### config.mk
export PLATFORM = sky130hd
export DESIGN_NAME = acc_mem_arbiter
export DESIGN_NICKNAME = d
export VERILOG_FILES = /design/src/rtl/acc_mem_pkg.sv /design/src/rtl/acc_arb_select.sv /design/src/rtl/acc_mem_arbiter.sv
export SDC_FILE = /design/constraint.sdc
export NUM_CORES = 2
export LEC_CHECK = 0
export CAP_MARGIN = 20
export CORE_AREA = 2 2 675 677
export CTS_BUF_LIST = sky130_fd_sc_hd__clkbuf_16
export DETAILED_ROUTE_END_ITERATION = 10
export DIE_AREA = 0 0 677 679
export PLACE_DENSITY_LB_ADDON = 0.05
export SLEW_MARGIN = 20
export SYNTH_ARGS = -nofsm -noshare
export SYNTH_HDL_FRONTEND = slang
export SYNTH_HIERARCHICAL = 1
export SYNTH_SLANG_ARGS = --single-unit
### constraint.sdc
create_clock -name clk -period 6.4 [get_ports clk]
set_clock_uncertainty 0.15 [all_clocks]
set_input_delay 0.64 -clock clk [delete_from_list [all_inputs] [get_ports clk]]
set_output_delay 0.64 -clock clk [all_outputs]
set_load 0.005 [all_outputs]
### src/rtl/acc_mem_pkg.sv
// Shared types and default widths for the CPU/accelerator memory arbiter.
// The FSM states and requester IDs live here so the top and the selector agree on encodings.
package acc_mem_pkg;

    localparam int DEF_ADDR_SIZE    = 16;
    localparam int DEF_RD_DATA_SIZE = 512;
    localparam int DEF_WR_DATA_SIZE = 32;
    localparam int DEF_STARVE_LIMIT = 4;

    typedef enum logic [2:0] {
        IDLE,
        CPU_XFER,
        ACC_RD_XFER,
        ACC_WR_XFER,
        DONE
    } arb_state_e;

    typedef enum logic [1:0] {
        REQ_CPU,
        REQ_ACC_RD,
        REQ_ACC_WR
    } req_id_e;

endpackage

### src/rtl/acc_arb_select.sv
// Requester priority select with an anti-starvation counter; combinational grant, 0 cycles.
// No backpressure of its own: a grant is only offered while arb_en_i (arbiter idle) is high.
module acc_arb_select
    import acc_mem_pkg::*;
#(
    parameter int STARVE_LIMIT = DEF_STARVE_LIMIT
) (
    input  logic    clk,
    input  logic    rst_n,
    input  logic    arb_en_i,
    input  logic    cpu_req_i,
    input  logic    rd_en_i,
    input  logic    wr_en_i,
    output logic    grant_vld_o,
    output req_id_e grant_id_o
);

    localparam int CNT_W = (STARVE_LIMIT > 0) ? $clog2(STARVE_LIMIT + 1) : 1;
    localparam logic [CNT_W-1:0] CNT_MAX = CNT_W'(STARVE_LIMIT);

    logic [CNT_W-1:0] starve_cnt_q, starve_cnt_d;
    logic             acc_pend;

    assign acc_pend = rd_en_i | wr_en_i;

    always_comb begin
        grant_vld_o = 1'b0;
        grant_id_o  = REQ_CPU;
        if (starve_cnt_q == CNT_MAX && acc_pend) begin
            grant_vld_o = 1'b1;
            grant_id_o  = rd_en_i ? REQ_ACC_RD : REQ_ACC_WR;
        end else if (cpu_req_i) begin
            grant_vld_o = 1'b1;
            grant_id_o  = REQ_CPU;
        end else if (rd_en_i) begin
            grant_vld_o = 1'b1;
            grant_id_o  = REQ_ACC_RD;
        end else if (wr_en_i) begin
            grant_vld_o = 1'b1;
            grant_id_o  = REQ_ACC_WR;
        end
        if (!arb_en_i) begin
            grant_vld_o = 1'b0;
        end
    end

    // Only CPU wins that overtake a waiting accelerator count toward starvation.
    always_comb begin
        starve_cnt_d = starve_cnt_q;
        if (grant_vld_o) begin
            if (grant_id_o == REQ_CPU) begin
                if (acc_pend && starve_cnt_q != CNT_MAX) begin
                    starve_cnt_d = starve_cnt_q + CNT_W'(1);
                end
            end else begin
                starve_cnt_d = '0;
            end
        end
    end

    always_ff @(posedge clk) begin
        if (!rst_n) begin
            starve_cnt_q <= '0;
        end else begin
            starve_cnt_q <= starve_cnt_d;
        end
    end

endmodule

### src/rtl/acc_mem_arbiter.sv
// Arbitrates one memory port between a CPU and an accelerator (read/write); grant to done pulse >= 2 cycles.
// Requests are levels held until done; the memory stalls a transfer by withholding mem_ack.
module acc_mem_arbiter
    import acc_mem_pkg::*;
#(
    parameter int ADDR_SIZE    = DEF_ADDR_SIZE,
    parameter int RD_DATA_SIZE = DEF_RD_DATA_SIZE,
    parameter int WR_DATA_SIZE = DEF_WR_DATA_SIZE,
    parameter int STARVE_LIMIT = DEF_STARVE_LIMIT
) (
    input  logic                    clk,
    input  logic                    rst_n,
    input  logic                    cpu_req,
    input  logic                    cpu_we,
    input  logic [ADDR_SIZE-1:0]    cpu_addr,
    input  logic [WR_DATA_SIZE-1:0] cpu_wdata,
    output logic                    cpu_done,
    output logic [RD_DATA_SIZE-1:0] cpu_rdata,
    input  logic                    mem_acc_read_en,
    input  logic [ADDR_SIZE-1:0]    mem_acc_read_addr,
    output logic [RD_DATA_SIZE-1:0] mem_acc_read_data,
    output logic                    mem_acc_read_data_valid,
    input  logic                    mem_acc_write_en,
    input  logic [ADDR_SIZE-1:0]    mem_acc_write_addr,
    input  logic [WR_DATA_SIZE-1:0] mem_acc_write_data,
    output logic                    mem_acc_write_done,
    output logic                    mem_en,
    output logic                    mem_we,
    output logic [ADDR_SIZE-1:0]    mem_addr,
    output logic [WR_DATA_SIZE-1:0] mem_wdata,
    input  logic [RD_DATA_SIZE-1:0] mem_rdata,
    input  logic                    mem_ack,
    output logic                    arb_busy
);

    arb_state_e              state_q;
    req_id_e                 owner_q;
    logic                    mem_en_q;
    logic                    mem_we_q;
    logic [ADDR_SIZE-1:0]    addr_q;
    logic [WR_DATA_SIZE-1:0] wdata_q;
    logic [RD_DATA_SIZE-1:0] cpu_rdata_q;
    logic [RD_DATA_SIZE-1:0] acc_rdata_q;
    logic                    cpu_done_q;
    logic                    rd_vld_q;
    logic                    wr_done_q;

    logic    grant_vld;
    req_id_e grant_id;

    acc_arb_select #(
        .STARVE_LIMIT (STARVE_LIMIT)
    ) u_sel (
        .clk         (clk),
        .rst_n       (rst_n),
        .arb_en_i    (state_q == IDLE),
        .cpu_req_i   (cpu_req),
        .rd_en_i     (mem_acc_read_en),
        .wr_en_i     (mem_acc_write_en),
        .grant_vld_o (grant_vld),
        .grant_id_o  (grant_id)
    );

    always_ff @(posedge clk) begin
        if (!rst_n) begin
            state_q     <= IDLE;
            owner_q     <= REQ_CPU;
            mem_en_q    <= 1'b0;
            mem_we_q    <= 1'b0;
            addr_q      <= '0;
            wdata_q     <= '0;
            cpu_rdata_q <= '0;
            acc_rdata_q <= '0;
            cpu_done_q  <= 1'b0;
            rd_vld_q    <= 1'b0;
            wr_done_q   <= 1'b0;
        end else begin
            cpu_done_q <= 1'b0;
            rd_vld_q   <= 1'b0;
            wr_done_q  <= 1'b0;
            case (state_q)
                IDLE: begin
                    if (grant_vld) begin
                        owner_q  <= grant_id;
                        mem_en_q <= 1'b1;
                        case (grant_id)
                            REQ_CPU: begin
                                mem_we_q <= cpu_we;
                                addr_q   <= cpu_addr;
                                wdata_q  <= cpu_wdata;
                                state_q  <= CPU_XFER;
                            end
                            REQ_ACC_RD: begin
                                mem_we_q <= 1'b0;
                                addr_q   <= mem_acc_read_addr;
                                state_q  <= ACC_RD_XFER;
                            end
                            default: begin
                                mem_we_q <= 1'b1;
                                addr_q   <= mem_acc_write_addr;
                                wdata_q  <= mem_acc_write_data;
                                state_q  <= ACC_WR_XFER;
                            end
                        endcase
                    end
                end
                CPU_XFER, ACC_RD_XFER, ACC_WR_XFER: begin
                    if (mem_ack) begin
                        mem_en_q <= 1'b0;
                        state_q  <= DONE;
                        case (owner_q)
                            REQ_CPU: begin
                                cpu_done_q <= 1'b1;
                                // A CPU write must not disturb the last read line.
                                if (!mem_we_q) begin
                                    cpu_rdata_q <= mem_rdata;
                                end
                            end
                            REQ_ACC_RD: begin
                                rd_vld_q    <= 1'b1;
                                acc_rdata_q <= mem_rdata;
                            end
                            default: begin
                                wr_done_q <= 1'b1;
                            end
                        endcase
                    end
                end
                DONE: begin
                    state_q <= IDLE;
                end
                default: begin
                    state_q <= IDLE;
                end
            endcase
        end
    end

    assign mem_en                  = mem_en_q;
    assign mem_we                  = mem_we_q;
    assign mem_addr                = addr_q;
    assign mem_wdata               = wdata_q;
    assign cpu_done                = cpu_done_q;
    assign cpu_rdata               = cpu_rdata_q;
    assign mem_acc_read_data       = acc_rdata_q;
    assign mem_acc_read_data_valid = rd_vld_q;
    assign mem_acc_write_done      = wr_done_q;
    assign arb_busy                = (state_q != IDLE);

endmodule
# Word-level counts from Yosys, hierarchy flattened
# Cells that the tools add are included.
[totals]
ff_bits = 1085
[op_classes]
mux = 25
n_reduce_logical = 17
eq_ne = 10
bitwise = 3
addsub = 1
[ops]
columns = ["operator", "n"]
rows = [
  ["32-bit one-hot mux with 2 select lines", 1],
  ["16-bit one-hot mux with 2 select lines", 1],
  ["3-bit two-way mux", 4],
  ["3-bit AND reduction", 4],
  ["1-bit two-way mux", 10],
  ["2-bit two-way mux", 5],
  ["3-bit by 2-bit == test with 1-bit output (second input constant)", 2],
  ["2-bit inequality test (second input constant)", 3],
  ["3-bit one-hot mux with 2 select lines", 1],
  ["2-bit AND reduction", 3],
  ["2-bit by 1-bit == test with 1-bit output (second input constant)", 2],
  ["2-bit zero test", 2],
  ["1-bit one-hot mux with 2 select lines", 2],
  ["2-bit one-hot mux with 2 select lines", 1],
  ["4-bit AND reduction", 1],
  ["3-bit by 1-bit adder with 3-bit output (second input constant)", 1],
  ["3-bit by 1-bit == test with 1-bit output (second input constant)", 1],
  ["3-bit == test (second input constant)", 1],
  ["3-bit zero test", 1],
  ["3-bit inequality test (second input constant)", 1],
  ["3-bit nonzero test", 1],
  ["3-bit OR reduction", 1],
  ["1-bit logical AND", 2],
  ["1-bit inverter", 2],
  ["other kinds (3)", 3],
]

# Logic depth before layout (Yosys ltp)
[depth]
depth_word = 8
depth_mapped = 10
mapped_depth_nobuf = 7

# By module
# The synthesis kept the hierarchy.
[modules_own_cells]
columns = ["mod", "instances", "cells_per_inst", "area_per_inst_um2"]
rows = [
  ["acc_mem_arbiter", 1, 4167, 40925.5],
  ["acc_arb_select", 1, 24, 197.7],
]

# Worst setup path after synthesis
# No wires, ideal clock.
[synth_path]
kind = "input-to-reg"
from = "input port cpu_req"
to = "register wdata_q[0], in the netlist mem_wdata[0]"
required_ns = 6.128
setup_ns = 0.122
arrival_ns = 2.232
path_buffers = 2
slack_ns = 3.896
stages = 7
path_cell_list = "a21boi_1 and2b_2 clkbuf_1 nor2_1 buf_2 mux2i_1 o21ai_1"
[synth_between]
elab_chain_cells = 5
word_cells_on_any_way = 10
[synth_lines]
columns = ["element", "line_no", "text"]
rows = [
  ["from (decl)", "acc_mem_arbiter.sv:13", "input logic cpu_req,"],
  ["2-bit two-way mux (*)", "acc_arb_select.sv:32", "end else if (cpu_req_i) begin"],
  ["2-bit two-way mux (*)", "acc_arb_select.sv:29", "if (starve_cnt_q == CNT_MAX && acc_pend) begin"],
  ["via grant_id[0]", "acc_mem_arbiter.sv:49", "req_id_e grant_id;"],
  ["2-bit by 1-bit == test with 1-bit output", "acc_mem_arbiter.sv:86", "case (grant_id)"],
  ["1-bit inverter (no source line)", "--", ""],
  ["3-bit AND reduction (no source line)", "--", ""],
  ["to (signal assigned)", "acc_mem_arbiter.sv:90", "wdata_q <= cpu_wdata;"],
  ["to (signal assigned)", "acc_mem_arbiter.sv:101", "wdata_q <= mem_acc_write_data;"],
  ["to (decl)", "acc_mem_arbiter.sv:41", "logic [WR_DATA_SIZE-1:0] wdata_q;"],
]
# The timed path passes the listed nets; every way through them passes the cells marked *.
# A chain may end at the register's enable or synchronous reset.

# Worst setup path after layout
[layout_path]
from = "register u_sel.starve_cnt_q[0]"
to = "register wdata_q[10], in the netlist mem_wdata[10]"
[layout_between]
elab_chain_cells = 6
word_cells_on_any_way = 10
[layout_lines]
columns = ["element", "line_no", "text"]
rows = [
  ["from (decl)", "acc_arb_select.sv:21", "logic [CNT_W-1:0] starve_cnt_q, starve_cnt_d;"],
  ["from (signal assigned)", "acc_arb_select.sv:65", "starve_cnt_q <= starve_cnt_d;"],
  ["3-bit == test (*)", "acc_arb_select.sv:29", ""],
  ["1-bit logical AND (*)", "acc_arb_select.sv:29", ""],
  ["2-bit two-way mux (*)", "acc_arb_select.sv:29", ""],
  ["via grant_id[0]", "acc_mem_arbiter.sv:49", ""],
  ["2-bit by 1-bit == test with 1-bit output", "acc_mem_arbiter.sv:86", ""],
  ["1-bit inverter (no source line)", "--", ""],
  ["3-bit AND reduction (no source line)", "--", ""],
]
# Marks and branches as above.

==> results.yml <==
clock_tree:
  sinks_on_clock_net: 1085
  clock_latency_at_the_later_pin_of_the_worst_skew_pair_ns: 0.87
  post_cts_resize_count: 0
  cts_tree: "built"
  holdBufCountCts: 1
  bufs_on_longest_clock_path: 4
  path_clk_slew_ns: 0.06
  cts_htree_levels: 4
  root_buf_cell: "clkbuf_16"
  post_cts.repair.setup_buffers: 0
  cts_made_buffers: 172
grt:
  grt_antenna_before_repair: 192
  grt_max_degree: 173
  globalRouteTotalUtil_pct: 12.9
  grt_pass1_vias: 37500
  grt_pass1_wl_um: 399000
  globalRouteOverflowTotal: 0
outcome:
  outcome: "finished, final reports clean"
worst_setup_path:
  cp_slowest_stage_delay_ns: 0.95
  cp-endpoint: "mem_wdata[10]$_SDFFE_PN0P_"
  timing.critical_path.depth: 7
  start_kind: "flip-flop"
  cp.buffers_inverters: 1
  critPathArrivalTime_ns: 3.88
  cp_max_fo: 34
  regToRegEndpoint: "mem_wdata[10]$_SDFFE_PN0P_"
  setup.worst_path.start: "u_sel/starve_cnt_q[0]$_SDFFE_PN0P_"
  ordered_list_of_cells_on_the_worst_path: "inv_1, ha_1, a21boi_1, and2b_2, nor2b_4, or3_4, o21ai_1"
  timing.rr.start: "u_sel/starve_cnt_q[0]$_SDFFE_PN0P_"
  worst_path_dominant_cell_family: "simple AND/OR/NAND/NOR gates"
  ff2ff_path_depth: 7
  timing.critical_path.slowest_stage_cell: "nor2b_4"
  worstSetupEndpointType: "flip-flop"
  worst-r2r-setup-slack_ns: 3.08
  crit_path_class: "reg -> reg"
  timing.critical_path.required_ns: 6.97
synthesis:
  yosys_warnings: 6
  syn-mean-instance-area_um2: 9.81
  asyncSetResetFlopFracSynth_pct: 0
  synth_sequential_area_ratio_pct: 52.8
  dominantRegCellSynth: "dfxtp_1"
  number_of_enable_type_register_cells_in_the_synthesized_netlist: 0
  synth_top_area_share_pct: 52.8
  synth_area_mm2: 0.0411
  synthTopCellsByArea: "dfxtp_1, mux2i_1, nand2_1, clkbuf_1, buf_6"
  syn-instance-count: 4191
  yosysUniqueCellTypes: 31
  syn_nets: 4824
  yosys_register_bits: 1085
  synth.largest_area_cell: "dfxtp_1"
sta:
  timing.final.hold_violations: 0
  finalHoldWorstSlack_ns: 0.188
  finalCritPeriodShare_pct: 51.9
  grt_setup_unrepaired: "false"
  period_needed_ns: 3.32
  slew-limit-headroom_pct: 27.2
  maxClockFrequency_mhz: 301
  tightest_slew_ns: 1.09
  timing_max_transition_violations_final: 0
  setup_viol_count_final: 0
  totalNegativeSetupSlack_ns: 0
finish:
  final_cell_mix: "clkdlybuf4s50_1, nand2_1, dfxtp_1"
  layout.nets: 6439
  syn_to_final_growth_pct: 69.7
  post_route_cells_drive_above_1_share_pct: 4.81
  final_common_cell: "clkdlybuf4s50_1"
floorplanning:
  starting_density_of_the_core_pct: 9.10
  floorplan_die_area_mm2: 0.460
  placeableCoreArea_mm2: 0.452
  ioPinCount: 1709
  fp.dieH_um: 679
  core.rowCount: 247
  fp.dieW_um: 677
place:
  gp_congestion: 0.797
  place.port_buffers: 1708
  placed_wire_length_estimate_after_detailed_placement_um: 241000
route:
  total_wire_length_um: 309000
  drtAntennaViolNets: 0
  detail_route.iter0.violations: 1232
  via_count: 36400
  route.detailed.vias_per_inst: 3.05
  final_routed_drc_violation_total: 0
  drt_first_pass_iters: 5
  wl_per_cell_um: 25.9
power:
  power.density_cell_area_mw_per_mm2: 283
  leakage_nw: 26.8
  vdd_drop_max_uv: 181
min_path:
  timing.hold.worst.class: "in -> reg"
run:
  max_cap_viol_count: 0
## power breakdown
part	total, W	internal, W	leakage [nW]	switching (W)
logic	0.00322	0.00155	15.3	0.00167
registers	0.00745	0.00718	8.78	0.000266
clock network	0.00910	0.00520	2.69	0.00390
## worst reg2reg max path: stages (launching register included)
cell      delay, ns
dfxtp_1        0.32
inv_1          0.08
ha_1           0.16
a21boi_1       0.12
and2b_2        0.62
nor2b_4        0.97
or3_4          0.58
o21ai_1        0.17
## how the worst min path moves through the flow
stage / cells after the start / slack (ns) / startpoint / to
after floorplan: 1 / 0.27 / owner_q[0]$_SDFFE_PN0P_ / cpu_done$_SDFF_PN0_
after global placement: 2 / 0.29 / cpu_rdata[299]$_SDFFE_PN0P_ / cpu_rdata[299]$_SDFFE_PN0P_
after detailed placement: 2 / 0.30 / cpu_rdata[64]$_SDFFE_PN0P_ / cpu_rdata[64]$_SDFFE_PN0P_
after CTS: 3 / 0.04 / mem_rdata[419] / mem_acc_read_data[419]$_SDFFE_PN0P_
after global routing: 3 / 0.11 / mem_rdata[466] / mem_acc_read_data[466]$_SDFFE_PN0P_
final: 3 / 0.19 / mem_rdata[470] / mem_acc_read_data[470]$_SDFFE_PN0P_
## metal layers
| metal | part of all wire (%) | vias up | routed length, um | global-route usage (%) |
|---|---|---|---|---|
| met5 | 0.15 | - | 474 | 0 |
| met3 | 10 | 552 | 31500 | 6.31 |
| li1 | - | 17100 | - | - |
| met4 | 2.1 | 74 | 6620 | 2.36 |
| met2 | 52 | 1331 | 160000 | 24.0 |
| met1 | 36 | 17300 | 110000 | 13.0 |
## cells by family (layout without fill, tap and decap cells)
logic type / after synthesis / in the layout / share of synthesized area [%]
AOI/OAI and AO/OA: 107 / 107 / 1.64
other: 0 / 33 / 0
DFF: 1085 / 1085 / 52.8
adders and majority gates: 2 / 2 / 0.0608
buffers and inverters: 318 / 2048 / 4.40
muxes: 1072 / 1072 / 26.1
and+or+nand+nor: 1607 / 1607 / 14.9
## area by class of cell
type | count | area [um2]
Clock buffer | 174 | 4350
Fill cell | 50600 | 382000
Clock inverter | 115 | 758
Timing Repair Buffer | 1755 | 17700
Sequential cell | 1085 | 21700
Tap cell | 5976 | 7480
Antenna cell | 33 | 82.6
Multi-Input combinational cell | 2788 | 17600
Inverter | 4 | 15.0
## through the flow
stage               utilization, %  area [um2]  setup slack [ns]  total power [W]  instances
floorplan                        -       41100              3.90          0.00875       4191
global placement              14.3       64600              2.41           0.0109      11600
detailed placement            14.3       64600              2.35           0.0109      11600
CTS                           15.4       69700              2.98           0.0205      11900
global route                  15.4       69700              2.89           0.0209      11900
finish                        15.4       69800              3.08           0.0198      11900
## synthesized netlist by cell type, drive strengths merged (2+ instances only)
library cell	n
a21boi	3
a21oi	18
a2bb2oi	2
buf	123
clkbuf	191
dfxtp	1085
ha	2
inv	4
mux2	16
mux2i	1056
nand2	1560
nand2b	17
nand3	2
nor2	9
nor2b	2
nor3	5
nor3b	3
o211ai	49
o21ai	34
or3	3
or4b	2
## state kept, by name, indices dropped and copies added, names as in the netlist
signal,flops
cpu_done,1
cpu_rdata,512
mem_acc_read_data,512
mem_acc_read_data_valid,1
mem_acc_write_done,1
mem_addr,16
mem_en,1
mem_wdata,32
mem_we,1
owner_q,2
state_q,3
u_sel/starve_cnt_q,3
Power figures use the tool's default switching activity.
